`config.mk`:
```
export PLATFORM = sky130hd
export DESIGN_NAME = parity_monitor
export DESIGN_NICKNAME = d
export VERILOG_FILES = /design/src/rtl/parity_monitor.sv
export SDC_FILE = /design/constraint.sdc
export NUM_CORES = 1
export LEC_CHECK = 0
export ABC_CLOCK_PERIOD_IN_PS = 3040
export BUFFER_PORTS_ARGS = -buffer_cell sky130_fd_sc_hd__buf_2
export CAP_MARGIN = 20
export CORE_MARGIN = 1
export CORE_UTILIZATION = 49
export DETAILED_ROUTE_END_ITERATION = 8
export PLACE_DENSITY = 0.76
export SYNTH_ARGS = -nofsm -noshare
export SYNTH_HDL_FRONTEND = slang
export SYNTH_SLANG_ARGS = --single-unit
```
`constraint.sdc`:
```
create_clock -name clk -period 3.04 [get_ports clk]
set_clock_uncertainty 0.05 [all_clocks]
set_input_delay 0.304 -clock clk [delete_from_list [all_inputs] [get_ports clk]]
set_output_delay 0.304 -clock clk [all_outputs]
set_load 0.01 [all_outputs]
```
`src/rtl/parity_monitor.sv`:
```
// parity_monitor
// Compares NCH pairs of parity bits from duplicated generators. Each channel has
// an enable and a consecutive-mismatch filter. The block keeps sticky errors, a
// saturating count of confirmed events, the first failing channel and an alarm.
// A req/ack handshake clears the sticky state.
//
// Ports:
//   clk, rst_n       clock, asynchronous active-low reset
//   i_parity_a/b     parity bits from primary / checker generators
//   i_chk_en         per-channel check enable
//   i_inj_req        per-channel fault injection (forces a mismatch when enabled)
//   i_clr_req        level request to clear sticky state
//   o_clr_ack        one-cycle acknowledge of a clear
//   o_err_live       channel currently in confirmed mismatch
//   o_err_sticky     channel confirmed an error since the last clear
//   o_err_cnt        saturating count of confirmed events
//   o_first_valid    o_first_ch holds a captured channel
//   o_first_ch       lowest-index channel of the earliest confirm since clear
//   o_alarm          OR of the sticky bits
module parity_monitor #(
  parameter int unsigned NCH   = 4,
  parameter int unsigned FILT  = 2,
  parameter int unsigned CNT_W = 8,
  localparam int unsigned CH_W = (NCH > 1) ? $clog2(NCH) : 1
) (
  input  logic             clk,
  input  logic             rst_n,
  input  logic [NCH-1:0]   i_parity_a,
  input  logic [NCH-1:0]   i_parity_b,
  input  logic [NCH-1:0]   i_chk_en,
  input  logic [NCH-1:0]   i_inj_req,
  input  logic             i_clr_req,
  output logic             o_clr_ack,
  output logic [NCH-1:0]   o_err_live,
  output logic [NCH-1:0]   o_err_sticky,
  output logic [CNT_W-1:0] o_err_cnt,
  output logic             o_first_valid,
  output logic [CH_W-1:0]  o_first_ch,
  output logic             o_alarm
);

  localparam logic [3:0]       FiltVal = 4'(FILT);
  localparam logic [3:0]       FiltM1  = 4'(FILT - 1);
  localparam logic [CNT_W-1:0] CntMax  = {CNT_W{1'b1}};

  typedef enum logic [1:0] {StIdle, StAck, StWait} clr_state_e;

  clr_state_e            r_state, w_state_d;
  logic [NCH-1:0][3:0]   r_fc, w_fc_d;
  logic [NCH-1:0]        r_sticky, w_sticky_d;
  logic [CNT_W-1:0]      r_cnt, w_cnt_d;
  logic                  r_first_valid, w_first_valid_d;
  logic [CH_W-1:0]       r_first_ch, w_first_ch_d;
  logic                  r_alarm, w_alarm_d;

  logic [NCH-1:0]        w_raw, w_conf, w_live;
  logic [5:0]            w_pop;
  logic [CH_W-1:0]       w_low;
  logic                  w_clr;
  logic [NCH-1:0]        w_sticky_base;
  logic [CNT_W-1:0]      w_cnt_base;
  logic                  w_fv_base;
  logic [CH_W-1:0]       w_fch_base;
  logic [CNT_W+5:0]      w_sum;

  assign w_raw = i_chk_en & (i_parity_a ^ i_parity_b ^ i_inj_req);

  // Filter: a confirm fires only on the cycle the run length reaches FILT, so a
  // long burst produces exactly one event.
  always_comb begin
    w_fc_d = r_fc;
    w_conf = '0;
    w_live = '0;
    w_pop  = '0;
    w_low  = '0;
    for (int i = 0; i < int'(NCH); i++) begin
      if (!w_raw[i]) begin
        w_fc_d[i] = 4'd0;
      end else if (r_fc[i] != FiltVal) begin
        w_fc_d[i] = r_fc[i] + 4'd1;
      end
      w_conf[i] = w_raw[i] && (r_fc[i] == FiltM1);
      w_live[i] = (r_fc[i] == FiltVal);
      w_pop     = w_pop + 6'(w_conf[i]);
    end
    for (int i = int'(NCH) - 1; i >= 0; i--) begin
      if (w_conf[i]) w_low = CH_W'(i);
    end
  end

  // Clear handshake: only IDLE accepts a request, so a held request clears once.
  always_comb begin
    w_state_d = r_state;
    w_clr     = 1'b0;
    unique case (r_state)
      StIdle: begin
        if (i_clr_req) begin
          w_clr     = 1'b1;
          w_state_d = StAck;
        end
      end
      StAck:   w_state_d = i_clr_req ? StWait : StIdle;
      StWait:  if (!i_clr_req) w_state_d = StIdle;
      default: w_state_d = StIdle;
    endcase
  end

  // Same-cycle confirms land on top of the cleared state so no event is lost.
  always_comb begin
    w_sticky_base = w_clr ? '0 : r_sticky;
    w_cnt_base    = w_clr ? '0 : r_cnt;
    w_fv_base     = w_clr ? 1'b0 : r_first_valid;
    w_fch_base    = w_clr ? '0 : r_first_ch;

    w_sticky_d = w_sticky_base | w_conf;

    w_sum   = (CNT_W + 6)'(w_cnt_base) + (CNT_W + 6)'(w_pop);
    w_cnt_d = (w_sum > (CNT_W + 6)'(CntMax)) ? CntMax : w_sum[CNT_W-1:0];

    if (!w_fv_base && (|w_conf)) begin
      w_first_valid_d = 1'b1;
      w_first_ch_d    = w_low;
    end else begin
      w_first_valid_d = w_fv_base;
      w_first_ch_d    = w_fch_base;
    end

    w_alarm_d = |w_sticky_d;
  end

  always_ff @(posedge clk or negedge rst_n) begin
    if (!rst_n) begin
      r_state       <= StIdle;
      r_fc          <= '0;
      r_sticky      <= '0;
      r_cnt         <= '0;
      r_first_valid <= 1'b0;
      r_first_ch    <= '0;
      r_alarm       <= 1'b0;
    end else begin
      r_state       <= w_state_d;
      r_fc          <= w_fc_d;
      r_sticky      <= w_sticky_d;
      r_cnt         <= w_cnt_d;
      r_first_valid <= w_first_valid_d;
      r_first_ch    <= w_first_ch_d;
      r_alarm       <= w_alarm_d;
    end
  end

  assign o_clr_ack     = (r_state == StAck);
  assign o_err_live    = w_live;
  assign o_err_sticky  = r_sticky;
  assign o_err_cnt     = r_cnt;
  assign o_first_valid = r_first_valid;
  assign o_first_ch    = r_first_ch;
  assign o_alarm       = r_alarm;

endmodule

```
==> results by group <==
Timing
  • RSZ-0062 raised after global routing: false
  • Worst slew pin tran: 0.750 ns
  • Fin crit period: 2.82 ns
  • Final Hold Fails: 0
  • Fmax: 0.355 GHz
  • Relative slew slack: 0.500
  • Max-slew violations: 0
  • Post-Route Setup TNS: 0 ns
  • Final setup viols: 0
  • Fin crit share: 0.928

Detailed routing
  • Vias: 1449
  • Length of the first detailed-routing pass in iterations: 4
  • DRT iter0 DRCs: 30
  • Detail Route Antenna Nets: 0
  • WL final: ~3500 um
  • # DRC: 0
  • Avg Vias per Cell: 5.18
  • Drt wl/cell: 12.5 um

Synth
  • Top_reg_cell synth: dfrtp_1
  • Syn Inst Count: 180
  • Yosys warns: 0
  • EDFF count, synth: 0
  • Synth Cell Area: around 1900 um2
  • Seq/Total Area, Yosys: 0.444
  • Synth top area cells: dfrtp_1, ha_1, xnor2_1
  • Post-synthesis simple-gate area fraction: 0.190
  • Complex-gate fraction of the synthesized area: 0.0784
  • Top-area cell type share of the netlist area: 0.444
  • Yosys reg bits: 34
  • Post-synthesis xor/xnor area fraction: 0.122
  • Largest family of logic cells by synthesized area: simple AND/OR/NAND/NOR gates
  • Post-synthesis adder-cell area fraction: 0.123
  • Synth cell types: 38
  • Asr flop ratio synth: 1.00
  • Avg Cell Area, Syn: around 11 um2
  • Syn nets: about 220
  • Cell accounting for the most synthesized area: dfrtp_1
  • Mux contribution to synthesized area: 0.00523

Finish
  • Design area: ~2300 um2
  • Final #Nets: 267
  • FF/Latch Area: 851 um2
  • Commonest non-fill, non-tap cell in the layout: buf_2
  • Synth-to-layout area growth: 20.6%
  • Non-filler cells, final: between 200 and 300
  • Final Util: 0.622
  • Total inserted antenna cells: 0
  • Ratio of cells with drive above 1 in the final layout: 0.254
  • Most frequent cells in the layout: buf_2, dfrtp_1, nor2_1, nand2_1, ha_1
  • # fillers: 324
  • Multi-input combinational cell area: ~1000 um2

Floorplan
  • Die H: ~65 um
  • Die W: 64.5 um
  • Row cnt: 22
  • Initial Util: 0.515
  • Ports: 40
  • Full die area: 4160 um2
  • Core area: 3720 um2

Pwr
  • Clock network fraction of total power: 0.282
  • Pleak: approximately 1.2 nW
  • Final Power: 1.18 mW
  • P_int: between 0.8 and 0.9 mW
  • PD cells: between 500 and 600 nW/um2
  • Sw Ratio: 0.298
  • Combinational share of power: 0.255
  • Sw power: 0.352 mW
  • Reg power frac: 0.463
  • Maximum vdd drop: 0.326 mV

Global routing
  • Antenna violations before repair: 0
  • Largest net degree at the start of global routing: 35
  • GR Overflow Total: 0
  • First-pass GRT wire length: 6180 um
  • Vias in the first global route: 1376
  • Overall routing resource usage: 0.195

Critical path
  • Critical Path AT: a little under 3 ns
  • Peak fanout along the critical path: 6
  • Max stage delay on crit path: 0.47 ns
  • Critical Path RT: 3.15 ns
  • CP cell instances: inv_1 -> ha_1 -> nand4bb_1 -> nor2_2 -> fa_1 -> fa_2 -> fa_2 -> nand2_1 -> nor2_1 -> nand4_1 -> o21ai_1
  • CP startpoint: r_fc[13]$_DFFE_PN0P_
  • Slowest CP cell: fa_1
  • Crit Path Category: register to register
  • Critical R2R Launch: r_fc[13]$_DFFE_PN0P_
  • Nature of the critical path startpoint: register
  • Crit path top cell by count: fa_2
  • Critical Path Sink Type: register
  • Buf/Inv on CP: 1
  • Delay-heaviest family, CP: adder cells

CTS
  • CTS H-tree depth: 2
  • Clk slew on worst S/H paths: 0.07 ns
  • CTS tree: done
  • Root buffer cell: clkbuf_8
  • Sink Count: 34
  • Post-cts repair resize count: 0
  • Bufs on Longest Clock Path: 2
  • Postcts setup bufs: 0
  • # hold bufs at CTS: 0
  • Total CTS buffers: 5
  • Skew-Pair Late Insertion Delay: 0.28 ns

Place
  • Placed wire-length estimate: 2680 um
  • Post-DP Area: roughly 2200 um2
  • Port buffer count: 39
  • Post-Place Cells: 272
  • GPL Wtd Cong: 0.799

Worst hold path
  • Hold Path Class: input pin to asynchronous set/reset pin

Status
  • Status: completed

Run
  • Max Cap Viol: 0
## cell families after synthesis
kind of cell,after synthesis
DFF,34
AOI/OAI and AO/OA,21
and+or+nand+nor,70
muxes,1
xor gates and xnor gates,20
buffers and inverters,17
adders and majority gates,17
## synth_stat cells, types with 2 or more instances
master    count
dfrtp_1      34
nor2_1       17
ha_1         14
nand2_1      14
inv_1        12
xnor2_1      10
a211oi_1      7
nand3_1       7
nor2b_1       7
nor3_1        6
xor2_1        6
and2_1        4
nand4_1       4
fa_1          3
nand2b_1      3
nor3b_1       3
o21ai_1       3
xor3_1        3
a21o_1        2
clkbuf_1      2
o31ai_1       2
## final cells by class
cell class,instances,area share
inverters,14,0.0227
clock buffers,7,0.0374
multi-input cells,129,0.433
well taps,48,0.0260
repair buffers,47,0.110
flip-flops and latches,34,0.368
clock inverters,1,0.00217
## path summary, 6_finish.rpt
check                           slack [ns]  cells after the start                   endpoint
worst min register to register        0.47                      2  o_err_sticky[0]$_DFF_PN0_
worst min-delay path                  0.03                      1        r_fc[6]$_DFFE_PN0P_
min in group clk                      0.19                      2     r_state[1]$_DFFE_PN0P_
max in group asynchronous             2.43                      1        r_fc[2]$_DFFE_PN0P_
worst max register to register        0.22                     11     o_err_cnt[5]$_DFF_PN0_
worst max-delay path                  0.22                     11     o_err_cnt[5]$_DFF_PN0_
## routing by layer
layer  track usage  part of all wire
met1         0.248              0.45
met2         0.313              0.48
met3        0.0546             0.055
met4        0.0750             0.015
met5             0                 0
## state kept, by name, summed over array words and instances, names as in the netlist
| name | count |
|---|---|
| o_err_cnt | 8 |
| o_first_ch | 2 |
| o_alarm | 1 |
| o_err_sticky | 4 |
| r_state | 2 |
| o_first_valid | 1 |
| r_fc | 16 |
## through the flow
step,hold WS (ns),setup WS [ns]
finish,0.0335,0.220
global route,0.0821,0.0315
CTS,0.0600,0.0483
detailed placement,0.363,-0.0219
global placement,0.357,0.0624
floorplan,-0.0416,0.0911
## power groups by stage
stage,clock (mW),sequential [mW],combinational (mW)
after floorplan,0,0.567,0.169
after global placement,0,0.556,0.295
after detailed placement,0,0.557,0.303
after CTS,0.342,0.549,0.305
after global routing,0.366,0.556,0.346
final,0.334,0.548,0.301
(Power assumes the default switching activity.)
